`src/rtl/naneye_cfg_tx.sv`:
```
// rtl/naneye_cfg_tx.sv - Manchester encoder/serializer for NanEye sensor config words
//
// Holds one host config word, waits for a config window from the receive
// decoder, then drives a framed Manchester word onto the shared sensor line.
//
// Ports:
//   SCLOCK       sample clock, all logic on the rising edge
//   RESET        asynchronous active-high reset
//   ENABLE       module activation; low aborts and holds the block idle
//   CONFIG_EN    config window from the decoder; a rising edge starts the frame
//   CFG_DATA     config word
//   CFG_VALID    CFG_DATA valid
//   CFG_READY    block can accept a word
//   TX_OUT       Manchester-coded serial output
//   TX_OE        line driver enable
//   CONFIG_DONE  one-cycle pulse at the end of a completed frame
//   BUSY         a word is held or a frame is in flight
module naneye_cfg_tx #(
    parameter int   HALF_BIT   = 10,
    parameter int   CFG_BITS   = 16,
    parameter int   START_BITS = 2,
    parameter logic IDLE_LEVEL = 1'b0
) (
    input  logic                SCLOCK,
    input  logic                RESET,
    input  logic                ENABLE,
    input  logic                CONFIG_EN,
    input  logic [CFG_BITS-1:0] CFG_DATA,
    input  logic                CFG_VALID,
    output logic                CFG_READY,
    output logic                TX_OUT,
    output logic                TX_OE,
    output logic                CONFIG_DONE,
    output logic                BUSY
);

    localparam int MAX_BITS = (START_BITS > CFG_BITS) ? START_BITS : CFG_BITS;
    localparam int BCW      = $clog2(MAX_BITS + 1);
    localparam int HCW      = $clog2(HALF_BIT);

    typedef enum logic [2:0] {
        IDLE,
        WAIT_WIN,
        START,
        DATA,
        STOP
    } state_t;

    state_t              state;
    logic                cfg_en_q;
    logic                cfg_en_rise;
    logic [HCW-1:0]      half_cnt;
    logic                phase;
    logic [BCW-1:0]      bit_cnt;
    logic [CFG_BITS-1:0] word_q;
    logic [CFG_BITS-1:0] word_shifted;
    logic                half_end;

    assign cfg_en_rise  = CONFIG_EN & ~cfg_en_q;
    assign half_end     = (half_cnt == HCW'(HALF_BIT - 1));
    // The held word doubles as the data shift register, MSB on the line first.
    assign word_shifted = word_q << 1;

    always_ff @(posedge SCLOCK or posedge RESET) begin
        if (RESET) begin
            state       <= IDLE;
            cfg_en_q    <= 1'b0;
            half_cnt    <= '0;
            phase       <= 1'b0;
            bit_cnt     <= '0;
            word_q      <= '0;
            CFG_READY   <= 1'b0;
            TX_OUT      <= IDLE_LEVEL;
            TX_OE       <= 1'b0;
            CONFIG_DONE <= 1'b0;
            BUSY        <= 1'b0;
        end else begin
            cfg_en_q    <= CONFIG_EN;
            CONFIG_DONE <= 1'b0;
            if (!ENABLE) begin
                state     <= IDLE;
                half_cnt  <= '0;
                phase     <= 1'b0;
                bit_cnt   <= '0;
                word_q    <= '0;
                CFG_READY <= 1'b0;
                TX_OUT    <= IDLE_LEVEL;
                TX_OE     <= 1'b0;
                BUSY      <= 1'b0;
            end else begin
                case (state)
                    IDLE: begin
                        // A CONFIG_EN rise in this same cycle is deliberately
                        // not used; only a rise seen in WAIT_WIN starts a frame.
                        if (CFG_VALID && CFG_READY) begin
                            word_q    <= CFG_DATA;
                            state     <= WAIT_WIN;
                            CFG_READY <= 1'b0;
                            BUSY      <= 1'b1;
                        end else begin
                            CFG_READY <= 1'b1;
                            BUSY      <= 1'b0;
                        end
                    end
                    WAIT_WIN: begin
                        if (cfg_en_rise) begin
                            state    <= START;
                            half_cnt <= '0;
                            phase    <= 1'b0;
                            bit_cnt  <= '0;
                            TX_OE    <= 1'b1;
                            TX_OUT   <= 1'b1;
                        end
                    end
                    default: begin
                        if (!half_end) begin
                            half_cnt <= half_cnt + 1'b1;
                        end else begin
                            half_cnt <= '0;
                            phase    <= ~phase;
                            if (!phase) begin
                                // Manchester always inverts at mid-bit.
                                TX_OUT <= ~TX_OUT;
                            end else if (state == START) begin
                                if (bit_cnt == BCW'(START_BITS - 1)) begin
                                    state   <= DATA;
                                    bit_cnt <= '0;
                                    TX_OUT  <= word_q[CFG_BITS-1];
                                end else begin
                                    bit_cnt <= bit_cnt + 1'b1;
                                    TX_OUT  <= 1'b1;
                                end
                            end else if (state == DATA) begin
                                word_q <= word_shifted;
                                if (bit_cnt == BCW'(CFG_BITS - 1)) begin
                                    state   <= STOP;
                                    bit_cnt <= '0;
                                    TX_OUT  <= 1'b0;
                                end else begin
                                    bit_cnt <= bit_cnt + 1'b1;
                                    TX_OUT  <= word_shifted[CFG_BITS-1];
                                end
                            end else begin
                                state       <= IDLE;
                                word_q      <= '0;
                                TX_OE       <= 1'b0;
                                TX_OUT      <= IDLE_LEVEL;
                                CONFIG_DONE <= 1'b1;
                                BUSY        <= 1'b0;
                            end
                        end
                    end
                endcase
            end
        end
    end

endmodule
```
`config.mk`:
```
export PLATFORM = sky130hd
export DESIGN_NAME = naneye_cfg_tx
export DESIGN_NICKNAME = d
export VERILOG_FILES = /design/src/rtl/naneye_cfg_tx.sv
export SDC_FILE = /design/constraint.sdc
export NUM_CORES = 1
export LEC_CHECK = 0
export CORE_MARGIN = 3
export CORE_UTILIZATION = 42
export DETAILED_ROUTE_END_ITERATION = 10
export PLACE_DENSITY = 0.69
export SETUP_SLACK_MARGIN = 0.4
export SYNTH_ARGS = -nofsm -noshare
export SYNTH_HDL_FRONTEND = slang
export SYNTH_SLANG_ARGS = --single-unit
```
`constraint.sdc`:
```
create_clock -name SCLOCK -period 3 [get_ports SCLOCK]
set_input_delay 0.3 -clock SCLOCK [delete_from_list [all_inputs] [get_ports SCLOCK]]
set_output_delay 0.3 -clock SCLOCK [all_outputs]
set_load 0.02 [all_outputs]
```
==> results of run 1 <==
[state kept, by name, indices dropped and copies added (netlist names)]
| register | flops |
|---|---|
| TX_OE | 1 |
| CFG_READY | 1 |
| CONFIG_DONE | 1 |
| BUSY | 1 |
| half_cnt | 4 |
| phase | 1 |
| word_q | 16 |
| TX_OUT | 1 |
| cfg_en_q | 1 |
| state | 3 |
| bit_cnt | 5 |
[metal layers]
metal / GRT usage [%] / share of wire [%] / up-vias
met5: 0 / 0 / -
met4: 7.38 / 2.1 / 0
met3: 3.03 / 3.3 / 7
met2: 21.5 / 43 / 22
met1: 23.2 / 51 / 693
li1: - / - / 745
[cell families after synthesis]
| family | count (synthesis) | share of synthesized area, % |
|---|---|---|
| AOI/OAI and AO/OA | 61 | 22.8 |
| adders and majority gates | 6 | 4.00 |
| muxes | 4 | 2.40 |
| DFF | 35 | 46.6 |
| xor gates and xnor gates | 3 | 1.40 |
| and+or+nand+nor | 62 | 18.0 |
| buffers and inverters | 22 | 4.80 |
[final cells by class]
type / instances / area (sq um) / share of cell area, %
clock inverters: 3 / 20.0 / 0.884
inverters: 10 / 37.5 / 1.66
well taps: 50 / 62.6 / 2.76
repair buffers: 30 / 288 / 12.7
flip-flops and latches: 35 / 876 / 38.7
clock buffers: 5 / 68.8 / 3.04
multi-input cells: 136 / 912 / 40.3
[power by group]
group | switching [mW] | internal [mW]
Combinational | 0.286 | 0.247
Sequential | 0.105 | 0.580
Clock | 0.182 | 0.162
Total | 0.573 | 0.989
[stage by stage]
stage	cells	power, mW	hold WS, ns
final	269	1.56	0.401
after detailed placement	261	1.22	0.504
after floorplan	193	1.06	0.331
after CTS	269	1.57	0.417
after global routing	269	1.69	0.453
after global placement	261	1.21	0.502
[worst paths after layout]
check	depth (start not counted)	slack (ns)	start	end
worst max-delay path	5	0.79	state[1]	word_q[0]
worst min-delay path	3	0.40	RESET	word_q[1]
worst max register to register	5	0.79	state[1]	word_q[0]
worst min register to register	1	0.51	word_q[15]	word_q[15]
max in group asynchronous	3	2.28	RESET	CFG_READY
min in group SCLOCK	1	0.51	word_q[15]	word_q[15]
[critical path: stages, from the launching register on]
cell      delay (ns)
dfrtp_1         0.59
or3_1           0.51
o221ai_2        0.53
buf_4           0.33
nand3_1         0.09
o21ai_0         0.08
[synth_stat cells]
master and count:
nor4bb_1 1, ha_1 6, nor3_1 1, nor2_1 19
or3_1 2, a32oi_1 1, o211a_1 1, o21a_1 3
mux2_2 2, and2_1 1, a221o_1 1, o22ai_1 1
a21oi_1 22, inv_1 10, o211ai_1 1, nand2b_1 4
o2bb2ai_1 2, o21ai_0 7, o2111ai_4 1, mux2_1 2
o221ai_2 1, a22o_1 2, a22oi_1 14, buf_2 6
o31ai_1 1, nand3_1 10, o211ai_2 1, nor4_1 1
and4b_1 1, nand4b_1 1, nand2_1 7, o22a_1 1
or4b_4 1, dfrtp_1 35, clkbuf_1 6, a21boi_0 1
nand3b_1 4, nor2b_1 2, nor3b_1 3, or3b_2 1
xnor2_1 3, and3_1 3
==> impl_metrics.json, run 1 <==
{
  "status": "complete, no violations",
  "ctsHoldBuffers": 0,
  "ys_ff_latch": 35,
  "io_pins": 26,
  "finalHoldViolations": 0,
  "grt_pass1_wl_microns": 6420,
  "path_clk_slew_ns": 0.08,
  "cts_resized": 0,
  "synth-seq-area-share_pct": 46.6,
  "grt_remaining_overflow": 0,
  "cts_tree": "built",
  "final_util_pct": 54.6,
  "avgSynthCellArea_sq_um": 9.73,
  "die_x_microns": 72.9,
  "nets": 245,
  "period_needed_ns": 2.21,
  "fill_cells": 380,
  "cp_data_required_time_ns": 3.21,
  "slew_viol_final": 0,
  "finalCritPeriodShare_pct": 73.6,
  "tightestPinTransition_ns": 0.646,
  "yosys_warnings": 0,
  "clkLatencyLatePin_ns": 0.29,
  "io_buffers": 25,
  "design_area_sq_mm": 0.00226,
  "cts-root-buf": "clkbuf_8",
  "initial_core_util_pct": 45.3,
  "diodes": 0,
  "vias": 1467,
  "drc": 0,
  "synth_area_leader_cell": "dfrtp_1",
  "hold_class": "primary input to async pin",
  "cts_buffers": 5,
  "ctsHtreeMaxLevel": 2,
  "first_pass_iters": 5,
  "worstSetupStartpointType": "register",
  "synth.top_cell.area_share_pct": 46.6,
  "place_area_sq_mm": 0.00218,
  "grtUsageTotal_pct": 15.6,
  "synth.cell_area_sq_mm": 0.00188,
  "routed_wl_microns": 3830,
  "synth_cell_type_count": 42,
  "power.leakage_nw": 0.950,
  "die-area_sq_mm": 0.00531,
  "dieHeight_microns": 72.9,
  "syn_nets": 220,
  "cts.sinks": 35,
  "peakVddDrop_mv": 0.218,
  "post_cts_buffers": 0,
  "grt_max_degree": 36,
  "setup_slack_ns": 0.792,
  "maxSlewHeadroom_pct": 56.9,
  "final_common_cell": "dfrtp_1",
  "critPathArrivalTime_ns": 2.42,
  "max_freq_mhz": 453,
  "rows": 23,
  "syn_inst": 193,
  "grt_pass1_vias": 1364,
  "fin_skew_ns": 0.0103,
  "clockBufferDepth": 2,
  "finalSetupViolations": 0,
  "antenna_found_initial": 0,
  "gp_congestion": 0.781,
  "layout_common_cells": "dfrtp_1 (35), clkdlybuf4s50_1 (25), a21oi_1 (22)",
  "core_sq_mm": 0.00414,
  "area_delta_synth_final_pct": 20.6,
  "drt-wirelength-per-cell_microns": 14.2,
  "setup-tns-final_ns": 0,
  "power_density_mw_per_mm2": 690,
  "rsz0062_at_grt": "false",
  "drtIter0Drc": 94,
  "worstSetupPathType": "register to register",
  "synth.area.top_cells": "dfrtp_1 (47%), a21oi_1 (5.9%), a22oi_1 (5.6%)",
  "crit_fanout": 19,
  "post_route_cells_drive_above_1_share_pct": 9.13,
  "max-cap-violations": 0,
  "avgViaCountPerCell": 5.45,
  "ant_nets": 0,
  "post-dp-hpwl_microns": 2630,
  "place_ws_ns": 0.620,
  "endpoint_kind": "register"
}
Note: power is estimated with default switching activity, not from simulation.
==> run 2: changes to the inputs <==
Settings changed: PLACE_DENSITY 0.69 to 0.71.
Clock period 3 ns to 1.8 ns, I/O delays scaled along.
==> impl_metrics.json, run 2 (same netlist as run 1, synthesis figures left out) <==
{
  "max-cap-violations": 0,
  "rsz0062_at_grt": "true",
  "finalCritPeriodShare_pct": 106,
  "initial_core_util_pct": 45.3,
  "first_pass_iters": 4,
  "maxSlewHeadroom_pct": 70.1,
  "grt_pass1_vias": 1691,
  "cts_tree": "built",
  "p_switching_mw": 1.24,
  "final_util_pct": 69.2,
  "p_clk_share_pct": 21.3,
  "diodes": 0,
  "io_buffers": 25,
  "post_route_cells_drive_above_1_share_pct": 40.2,
  "rows": 23,
  "hold_class": "primary input to async pin",
  "status": "finished, violations left",
  "die-area_sq_mm": 0.00531,
  "grtUsageTotal_pct": 18.9,
  "crit_family": "compound AO/OA/AOI/OAI gates",
  "vias": 1709,
  "slew_viol_final": 0,
  "period_needed_ns": 1.92,
  "drc": 0,
  "cts-root-buf": "clkbuf_8",
  "max_freq_mhz": 522,
  "drt-wirelength-per-cell_microns": 16.2,
  "setup_slack_ns": -0.116,
  "avgViaCountPerCell": 5.62,
  "cp_slowest_cell": "or4b_4",
  "violations": "setup timing",
  "max_stage_delay_ns": 0.48,
  "reg_top3": "word_q (16), bit_cnt (5), half_cnt (4)",
  "power.leakage_nw": 1.20,
  "ctsHtreeMaxLevel": 2,
  "layout_common_cells": "dfrtp_1 (33), buf_4 (33), clkdlybuf4s50_1 (21)",
  "path_clk_slew_ns": 0.07,
  "clkLatencyLatePin_ns": 0.30,
  "critPathArrivalTime_ns": 2.14,
  "routed_wl_microns": 4930,
  "gp_congestion": 0.836,
  "grt_remaining_overflow": 0,
  "nets": 280,
  "fin_skew_ns": 0.00984,
  "tightestPinTransition_ns": 0.448,
  "cp_cell_sequence": "inv_1, ha_1, or4b_4, o2111ai_4, o211ai_4, buf_6, buf_4, o2bb2ai_2",
  "worstSetupPathType": "register to register",
  "antenna_found_initial": 0,
  "io_pins": 26,
  "area_delta_synth_final_pct": 52.6,
  "endpoint_kind": "register",
  "cp_data_required_time_ns": 2.03,
  "swShare_pct": 36.7,
  "seqPwrFrac_pct": 35.4,
  "grt_pass1_wl_microns": 7760,
  "crit_fanout": 4,
  "place_ws_ns": -0.133,
  "worstSetupStartpointType": "register",
  "cts_buffers": 5,
  "finalHoldViolations": 0,
  "regMostFlops": "word_q",
  "largest_register_ff_count": 16,
  "drtIter0Drc": 96,
  "power_density_mw_per_mm2": 1180,
  "grt_max_degree": 36,
  "p_comb_share_pct": 43.3,
  "die_x_microns": 72.9,
  "cts.sinks": 35,
  "r2r_slack_ns": -0.12,
  "clockBufferDepth": 2,
  "core_sq_mm": 0.00414,
  "peakVddDrop_mv": 0.434,
  "cp.buffers_inverters": 3,
  "post-dp-hpwl_microns": 3140,
  "ant_nets": 0,
  "finalSetupViolations": 6,
  "dieHeight_microns": 72.9,
  "intPower_mw": 2.14
}
run 2: cell count changes in the layout (fill, tap and decap cells not counted), sizes merged:
cell,delta
buf,+35
bufinv,+1
clkdlybuf4s50,-4
clkinv,+1
clkinvlp,-2
dlygate4sd2,+4
run 2: path summary, 6_finish.rpt:
kind,start,end,depth (start not counted)
worst max-delay path,bit_cnt[1],state[1],8
worst min-delay path,RESET,bit_cnt[1],3
worst max register to register,bit_cnt[1],state[1],8
worst min register to register,word_q[15],word_q[15],1
max in group asynchronous,RESET,state[0],3
min in group SCLOCK,CFG_DATA[0],word_q[0],3
run 2: layout make-up:
class	instances	area, sq um
fill	307	1280
sequential	35	878
multi-input combinational	136	1180
tap	50	62.6
clock inverter	3	43.8
clock buffer	5	68.8
timing repair buffer	65	598
inverter	10	37.5
run 2: repair_timing:
action                     CTS  global route
pin swaps                    5            13
hold buffers                 0             0
gates resized for setup     16            57
setup endpoints to repair   34            30
setup buffers                7             5
cloned                       1             0
run 2: power groups by stage:
| stage | Sequential (mW) | Combinational (mW) | Clock (mW) |
|---|---|---|---|
| after floorplan | 1.11 | 0.761 | 0 |
| after global routing | 1.22 | 1.60 | 0.758 |
| after global placement | 1.15 | 1.05 | 0 |
| after detailed placement | 1.15 | 1.07 | 0 |
| after CTS | 1.13 | 1.21 | 0.730 |
| final | 1.20 | 1.46 | 0.720 |
run 2: stage by stage:
| stage | power, mW | instance area [sq um] | hold slack [ns] | std cells | setup TNS (ns) |
|---|---|---|---|---|---|
| after CTS | 3.07 | 2610 | 0.292 | 299 | -0.566 |
| after global placement | 2.20 | 2400 | 0.505 | 283 | -0.128 |
| after detailed placement | 2.23 | 2400 | 0.510 | 283 | -0.366 |
| after global routing | 3.58 | 2870 | 0.342 | 304 | -1.23 |
| final | 3.38 | 2870 | 0.267 | 304 | -0.584 |
| after floorplan | 1.87 | 1950 | 0.211 | 193 | -0.0543 |
run 2: worst min-delay path, delay by kind of cell:
| family | cells | cell delay (ns) |
|---|---|---|
| buffers and inverters | 3 | 0.82 |
run 2: metal layers:
layer	vias up	GRT usage (%)	share of wire (%)
li1	821	-	-
met1	846	24.3	44
met2	30	29.8	51
met3	12	4.82	3.4
met4	0	8.81	2.3
met5	-	0	0
